<file path="src/rtl/seq_div_32_if.sv">
// seq_div_32_if: request/result bundle for the sequential divider.
//   START        request, sampled when the divider is idle or finishing
//   OP1 / OP2    dividend / divisor, sampled with START
//   QUOT / REM   registered quotient / remainder of the last result
//   BUSY         division in progress
//   DONE         one-cycle pulse marking a new result
//   DIV_BY_ZERO  last result came from a zero divisor
interface seq_div_32_if;
  logic        START;
  logic [31:0] OP1;
  logic [31:0] OP2;
  logic [31:0] QUOT;
  logic [31:0] REM;
  logic        BUSY;
  logic        DONE;
  logic        DIV_BY_ZERO;

  modport master (output START, OP1, OP2,
                  input  QUOT, REM, BUSY, DONE, DIV_BY_ZERO);
  modport slave  (input  START, OP1, OP2,
                  output QUOT, REM, BUSY, DONE, DIV_BY_ZERO);
endinterface

</file>
<file path="src/rtl/seq_div_32.sv">
// seq_div_32: 32-bit unsigned restoring divider, one quotient bit per clock.
//   CLK   rising-edge clock
//   RST   asynchronous active-low reset
//   bus   seq_div_32_if.slave (START/OP1/OP2 in, QUOT/REM/BUSY/DONE/DIV_BY_ZERO out)
// A nonzero divisor takes 32 cycles from the accept edge to DONE; a zero
// divisor finishes on the accept edge with QUOT=all-ones and REM=dividend.
module seq_div_32 (
  input logic         CLK,
  input logic         RST,
  seq_div_32_if.slave bus
);

  typedef enum logic [1:0] {IDLE, RUN, FIN} state_t;

  state_t      state, stateNxt;
  logic [31:0] q, r, d;
  logic [5:0]  cnt;
  logic [31:0] quotReg, remReg;
  logic        dbzReg;

  logic [32:0] s;
  logic [31:0] t;
  logic        co;
  logic        accept;
  logic [31:0] qNext, rNext;
  logic        startOk;
  logic        lastIter;

  // Shift the next dividend bit into the partial remainder.
  assign s = {r, q[31]};

  // Ripple add/sub in subtract mode: S + ~D + 1, carry-in of 1.
  always_comb begin
    logic c;
    t = '0;
    c = 1'b1;
    for (int i = 0; i < 32; i++) begin
      t[i] = s[i] ^ ~d[i] ^ c;
      c    = (s[i] & ~d[i]) | (c & (s[i] ^ ~d[i]));
    end
    co = c;
  end

  // S[32] set means S >= 2^32 > D, so the subtract fits even though the
  // 32-bit adder shows a borrow.
  assign accept   = s[32] | co;
  assign rNext    = accept ? t : s[31:0];
  assign qNext    = {q[30:0], accept};
  assign startOk  = bus.START && (state != RUN);
  assign lastIter = (state == RUN) && (cnt == 6'd31);

  always_comb begin
    stateNxt = state;
    case (state)
      IDLE, FIN: begin
        if (bus.START)        stateNxt = (bus.OP2 == 32'd0) ? FIN : RUN;
        else if (state == FIN) stateNxt = IDLE;
      end
      RUN:     if (cnt == 6'd31) stateNxt = FIN;
      default: stateNxt = IDLE;
    endcase
  end

  always_ff @(posedge CLK or negedge RST) begin
    if (!RST) begin
      state   <= IDLE;
      q       <= '0;
      r       <= '0;
      d       <= '0;
      cnt     <= '0;
      quotReg <= '0;
      remReg  <= '0;
      dbzReg  <= 1'b0;
    end else begin
      state <= stateNxt;
      if (startOk) begin
        if (bus.OP2 != 32'd0) begin
          q   <= bus.OP1;
          r   <= '0;
          d   <= bus.OP2;
          cnt <= '0;
        end else begin
          quotReg <= '1;
          remReg  <= bus.OP1;
          dbzReg  <= 1'b1;
        end
      end
      if (state == RUN) begin
        q   <= qNext;
        r   <= rNext;
        cnt <= cnt + 6'd1;
      end
      // Results only move on entry to FIN; they hold through IDLE and the next RUN.
      if (lastIter) begin
        quotReg <= qNext;
        remReg  <= rNext;
        dbzReg  <= 1'b0;
      end
    end
  end

  assign bus.QUOT        = quotReg;
  assign bus.REM         = remReg;
  assign bus.DIV_BY_ZERO = dbzReg;
  assign bus.BUSY        = (state == RUN);
  assign bus.DONE        = (state == FIN);

endmodule

</file>
<file path="src/flat_wrapper.sv">
// flat-port wrapper written by rule: the top's interface ports become plain ports
module seq_div_32_flat 
  (CLK, RST, bus_START, bus_OP1, bus_OP2, bus_QUOT, bus_REM, bus_BUSY, bus_DONE, bus_DIV_BY_ZERO);
  seq_div_32_if bus_i ();
  input logic CLK;
  input logic RST;
  input wire logic [$bits(bus_i.START)-1:0] bus_START;
  input wire logic [$bits(bus_i.OP1)-1:0] bus_OP1;
  input wire logic [$bits(bus_i.OP2)-1:0] bus_OP2;
  output wire logic [$bits(bus_i.QUOT)-1:0] bus_QUOT;
  output wire logic [$bits(bus_i.REM)-1:0] bus_REM;
  output wire logic [$bits(bus_i.BUSY)-1:0] bus_BUSY;
  output wire logic [$bits(bus_i.DONE)-1:0] bus_DONE;
  output wire logic [$bits(bus_i.DIV_BY_ZERO)-1:0] bus_DIV_BY_ZERO;
  assign bus_i.START = bus_START;
  assign bus_i.OP1 = bus_OP1;
  assign bus_i.OP2 = bus_OP2;
  assign bus_QUOT = bus_i.QUOT;
  assign bus_REM = bus_i.REM;
  assign bus_BUSY = bus_i.BUSY;
  assign bus_DONE = bus_i.DONE;
  assign bus_DIV_BY_ZERO = bus_i.DIV_BY_ZERO;
  seq_div_32 u_core (.CLK(CLK), .RST(RST), .bus(bus_i));
endmodule
</file>
<file path="config.mk">
export PLATFORM = sky130hd
export DESIGN_NAME = seq_div_32_flat
export DESIGN_NICKNAME = d
export VERILOG_FILES = /design/src/rtl/seq_div_32_if.sv /design/src/rtl/seq_div_32.sv /design/src/flat_wrapper.sv
export SDC_FILE = /design/constraint.sdc
export NUM_CORES = 1
export LEC_CHECK = 0
export ABC_AREA = 0
export BUFFER_PORTS_ARGS = -buffer_cell sky130_fd_sc_hd__buf_2
export CORE_UTILIZATION = 61
export DETAILED_ROUTE_END_ITERATION = 6
export HOLD_SLACK_MARGIN = 0.1
export PLACE_DENSITY = 0.86
export SYNTH_ARGS = -nofsm -noshare
export SYNTH_HDL_FRONTEND = slang
export SYNTH_SLANG_ARGS = --single-unit
</file>
<file path="constraint.sdc">
create_clock -name CLK -period 33.5 [get_ports CLK]
set_input_delay 3.35 -clock CLK [delete_from_list [all_inputs] [get_ports CLK]]
set_output_delay 3.35 -clock CLK [all_outputs]
set_load 0.005 [all_outputs]
</file>
### Yosys cells after proc, flatten, opt, wreduce, memory -nomap -nowiden

Cells that the tools add are included.

* add/subtract/negate cells: 1
* equal/unequal tests: 7
* muxes and demuxes: 24
* bitwise logic cells: 192
* reductions and logical operators: 13

Operators with widths (count)
* 32-bit 2-to-1 mux: 13
* 1-bit bitwise AND: 63
* 1-bit bitwise XOR: 63
* 1-bit inverter: 33
* 1-bit OR: 33
* 32-bit zero test: 1
* 32-bit nonzero test: 1
* 6-bit 2-to-1 mux: 3
* 2-bit 2-to-1 mux: 4
* 2-bit AND reduction: 4
* 6-bit by 1-bit adder with 6-bit output, second input constant: 1
* 6-bit by 5-bit equality test with 1-bit output, second input constant: 1
* 2-bit by 1-bit inequality test with 1-bit output, second input constant: 3
* 2-bit nonzero test: 3
* 2-bit one-hot mux with 2 select lines: 1
* 1-bit 2-to-1 mux: 3
* 3-bit inequality test, second input constant: 1
* 2-bit by 1-bit equality test with 1-bit output, second input constant: 1
* 2-bit equality test, second input constant: 1
* 1-bit logical AND: 2
* 2-bit zero test: 1
* 2-bit OR reduction: 1

* flip-flop bits (word level): 169
* bits of input ports: 67
* output and inout bits: 67
* logic and storage cells: 245

### Logic depth before layout (Yosys ltp)

* depth in word-level cells: 68
* depth in mapped cells: 43
* gate-level depth less buffers: 42

### Worst setup path after synthesis

Ideal clock, no wire load.

* path type: register -> register
* start: reg u_core.q[31]
* end: reg u_core.remReg[11], in the netlist u_core.bus.REM[11]
* setup time: 126 ps
* data arrival time: 15434 ps
* required time: 33374 ps
* slack: 17940 ps
* cell stages (with the launch flop): 44
* buffers on the path: 2
* clock period less this slack: 15560 ps
* cell sequence: dfrtp_1 > inv_1 > ha_1 > inv_1 > fa_1 > fa_1 > fa_1 > fa_1 > fa_1 > fa_1 > fa_1 > fa_1 > fa_1 > fa_1 > fa_1 > fa_1 > fa_1 > fa_1 > [8 not listed] > fa_1 > fa_1 > fa_1 > fa_1 > fa_1 > fa_1 > inv_1 > fa_1 > inv_1 > fa_1 > inv_1 > fa_1 > nor2b_1 > clkbuf_1 > clkbuf_1 > mux2i_1 > nor2_1 > a221o_1

* cells in the longest elaborated chain, start to end: 67
* elaborated cells on any way between the ends: 69
* classes of those cells: 2 x mux; 67 x bitwise

RTL lines
* start: declaration: RTL line seq_div_32.sv:16 `logic [31:0] q, r, d;`
* start signal: assignment: RTL line seq_div_32.sv:78 `q <= bus.OP1;`
* start signal: assignment: RTL line seq_div_32.sv:89 `q <= qNext;`
* 1-bit bitwise AND / 1-bit bitwise XOR (equally long branches): RTL line seq_div_32.sv:39 `c = (s[i] & ~d[i]) | (c & (s[i] ^ ~d[i]));`
* 1-bit OR *: RTL line seq_div_32.sv:39
* 1-bit bitwise AND *: RTL line seq_div_32.sv:39
* 1-bit OR *: RTL line seq_div_32.sv:39
* 1-bit bitwise AND *: RTL line seq_div_32.sv:39
* 1-bit OR *: RTL line seq_div_32.sv:39
* 1-bit bitwise AND *: RTL line seq_div_32.sv:39
* 1-bit OR *: RTL line seq_div_32.sv:39
* [51 not listed]
* 1-bit OR: RTL line seq_div_32.sv:39
* 1-bit bitwise AND: RTL line seq_div_32.sv:39
* 1-bit OR: RTL line seq_div_32.sv:39
* 1-bit bitwise AND: RTL line seq_div_32.sv:39
* 1-bit OR: RTL line seq_div_32.sv:39
* 1-bit OR: RTL line seq_div_32.sv:46 `assign accept = s[32] | co;`
* 32-bit 2-to-1 mux *: RTL line seq_div_32.sv:47 `assign rNext = accept ? t : s[31:0];`
* 32-bit 2-to-1 mux *: RTL line seq_div_32.sv:94 `if (lastIter) begin`
* end signal: assignment: RTL line seq_div_32.sv:84 `remReg <= bus.OP1;`
* end signal: assignment: RTL line seq_div_32.sv:96 `remReg <= rNext;`
* end: declaration: RTL line seq_div_32.sv:18 `logic [31:0] quotReg, remReg;`

Mark *: on every way between the ends. The rest lies on a longest branch, timed or not.
A chain may end at the register's enable or synchronous reset.

### Worst setup path after layout

* start: reg u_core.q[31]
* end: reg u_core.remReg[12], in the netlist u_core.bus.REM[12]

* cells in the longest elaborated chain, start to end: 67
* elaborated cells on any way between the ends: 69
* classes of those cells: 2 x mux; 67 x bitwise

RTL lines (RTL line)
* 1-bit bitwise AND / 1-bit bitwise XOR (equally long branches): seq_div_32.sv:39
* 1-bit OR *: seq_div_32.sv:39
* 1-bit bitwise AND *: seq_div_32.sv:39
* 1-bit OR *: seq_div_32.sv:39
* 1-bit bitwise AND *: seq_div_32.sv:39
* 1-bit OR *: seq_div_32.sv:39
* 1-bit bitwise AND *: seq_div_32.sv:39
* 1-bit OR *: seq_div_32.sv:39
* [51 not listed]
* 1-bit OR: seq_div_32.sv:39
* 1-bit bitwise AND: seq_div_32.sv:39
* 1-bit OR: seq_div_32.sv:39
* 1-bit bitwise AND: seq_div_32.sv:39
* 1-bit OR: seq_div_32.sv:39
* 1-bit OR: seq_div_32.sv:46
* 32-bit 2-to-1 mux *: seq_div_32.sv:47
* 32-bit 2-to-1 mux *: seq_div_32.sv:94

Marks and branches as above.

==> impl_metrics.toml <==
[outcome]
status = "finished, final reports clean"

[clocking]
cts_resized = 0
cts_setup_buffers = 0
max-clock-path-buffers = 2
cts_hold_buf = 0
htree_levels = 4
cts_tree = "yes"
path_clk_slew_ns = 0.06
cts_buffers = 17
clkSinkCount = 169
clock_latency_ns = 0.43
root_buffer = "clkbuf_16"

[placed_design]
place_ws_ns = 17.06
dp_hpwl_um = 12500
portBuffers = 133
place_congestion = 0.849

[sta]
rsz0062_at_grt = "no"
period_needed_ns = 16.67
fin_ws_ns = 16.83
skew_ns = 0.00836
period_share = 0.498
worst_pin_slew_ns = 1.34
drv_slew = 0
fin_tns_setup_ns = 0
holdWs_ns = 0.503
relSlewSlack = 0.109
fmax_mhz = 60.0
hold_viol_final = 0
setup_viol = 0

[global_route]
grt_usage = 0.299
grt_max_degree = 102
grt_pass1_vias = 5719
grt_pass1_wl_um = 29800
antenna_found_initial = 0
grt-ovfl-total = 0

[synthesis]
synthDistinctLibCells = 37
yosysTopAreaCellShare = 0.532
syn_inst = 685
ys_ff_latch = 169
syn_avg_cell_area_um2 = 11.6
synth-seq-area-share = 0.532
netlist_area_mm2 = 0.00794
yosysWarnings = 0
synth_area_leaders = "dfrtp_1 (53%), fa_1 (7.8%), mux2i_1 (7.7%)"
netlist.top_cell.by_area = "dfrtp_1"
synth_nets = 785

[critical_path]
crit_path_top_delay_cell = "nor2b_4"
arrival_ns = 16.98
cp-end-kind = "register"
path_class = "register to register"
cp_common_cell = "fa_1"
cpPeakStageDelay_ns = 0.88
start_kind = "register"
required_ns = 33.81
path_max_fanout = 30

[die]
die_x_um = 116
start_util = 0.627
rows = 41
die_h_um = 116
ios = 134
die_area_mm2 = 0.0135
core_mm2 = 0.0127

[power_and_ir_drop]
p_sw_frac = 0.378
pwr-share-seq = 0.372
p_leak_nw = 4.25
powerDensity_mw_per_mm2 = 106
pwr-share-clk = 0.212
intPower_uw = 611
peakVddDrop_mv = 0.0613
p_sw_uw = 372
comb_power_share = 0.416

[detailed_routing]
wl_um = 18900
wire_per_inst_um = 19.3
viasPerCell = 5.94
firstDrtPassIters = 5
vias = 5832
drc = 0
ant_nets = 0
detail_route.iter0.violations = 582

[finish]
insertedDiodeCount = 0
layout_commonest_cell = "dfrtp_1"
nNetsFinal = 896
drive_gt1_frac = 0.267
layout_common_cells = "dfrtp_1 (169), buf_2 (132), nand2_1 (68), nor2_1 (64), mux2i_1 (61)"
fill_cells = 815
syn2layout_area_growth_pct = 17.1

[job]
cap_violations = 0

[worst_hold_path]
min_path_type = "register to register"
-- worst max-delay path, delay by kind of cell, from the launching register on --
family | cells | cell delay (ns)
DFF | 1 | 0.40
AOI/OAI and AO/OA | 1 | 0.30
buffers and inverters | 5 | 0.42
adders and majority gates | 32 | 14.05
muxes | 1 | 0.39
and+or+nand+nor | 2 | 0.98
-- synth_stat cells, drive strengths merged --
| cell | number |
|---|---|
| or2 | 2 |
| o21bai | 1 |
| nor3b | 1 |
| inv | 38 |
| nand2 | 69 |
| a221o | 30 |
| nor3 | 2 |
| o31a | 1 |
| a221oi | 1 |
| nor2 | 65 |
| nor4 | 9 |
| nand2b | 3 |
| nand3 | 5 |
| fa | 31 |
| buf | 26 |
| a21oi | 33 |
| o2bb2ai | 32 |
| nor2b | 2 |
| nand4 | 3 |
| o31ai | 1 |
| dfrtp | 169 |
| and2 | 2 |
| mux2 | 33 |
| clkbuf | 20 |
| mux2i | 61 |
| ha | 2 |
| o22ai | 1 |
| o21ai | 41 |
| a22o | 1 |
-- worst paths after layout --
path | from | to | slack, ns | cells after the start
worst min register to register | u_core.q[6] | u_core.bus.QUOT[7] | 0.50 | 2
worst max register to register | u_core.q[31] | u_core.bus.REM[12] | 16.83 | 41
min in group asynchronous | RST | u_core.d[4] | 2.98 | 1
worst min-delay path | u_core.q[6] | u_core.bus.QUOT[7] | 0.50 | 2
max in group asynchronous | RST | u_core.bus.QUOT[30] | 29.04 | 2
worst max-delay path | u_core.q[31] | u_core.bus.REM[12] | 16.83 | 41
-- layout make-up --
| class | instances | area (µm²) | share of cell area |
|---|---|---|---|
| clock inverters | 12 | 173 | 0.0186 |
| flip-flops and latches | 169 | 4230 | 0.455 |
| repair buffers | 138 | 709 | 0.0763 |
| multi-input cells | 432 | 3370 | 0.363 |
| inverters | 38 | 143 | 0.0153 |
| clock buffers | 20 | 457 | 0.0491 |
| well taps | 172 | 215 | 0.0231 |
-- kinds of logic (layout without fill, tap and decap cells) --
| logic type | Yosys count | after routing | synth area share |
|---|---|---|---|
| DFF | 169 | 169 | 0.532 |
| adders and majority gates | 33 | 33 | 0.0813 |
| buffers and inverters | 84 | 208 | 0.0466 |
| AOI/OAI and AO/OA | 142 | 142 | 0.127 |
| and+or+nand+nor | 163 | 163 | 0.0890 |
| muxes | 94 | 94 | 0.124 |
-- per-stage QoR --
stage                     cell area, µm²  total power, mW  instances  utilization
after floorplan                     7940            0.636        685            -
after global placement              8670            0.729        949        0.684
after detailed placement            8670            0.762        949        0.684
after CTS                           9300            0.983        981        0.734
after global routing                9300             1.05        981        0.734
final                               9300            0.984        981        0.734
-- power groups by stage --
stage / Combinational [mW] / Sequential [mW] / Clock (mW)
2_1_floorplan: 0.288 / 0.348 / 0
3_3_place_gp: 0.371 / 0.358 / 0
3_5_place_dp: 0.398 / 0.364 / 0
4_1_cts: 0.411 / 0.363 / 0.209
5_1_grt: 0.456 / 0.375 / 0.218
6_report: 0.409 / 0.366 / 0.208
-- state kept, by name (all words and copies together), names as in the netlist --
register / count
u_core.d: 32
u_core.cnt: 6
u_core.bus.REM: 32
u_core.r: 32
u_core.q: 32
u_core.state: 2
u_core.bus.QUOT: 32
u_core.bus.DIV_BY_ZERO: 1
-- layer usage --
layer,track usage,vias up,wire length [µm]
met5,0,-,0
met4,0.138,0,613
met3,0.0669,52,1150
met2,0.459,244,8920
met1,0.411,2911,8200
li1,-,2625,-
No activity file was read; power rests on OpenSTA's default activity.
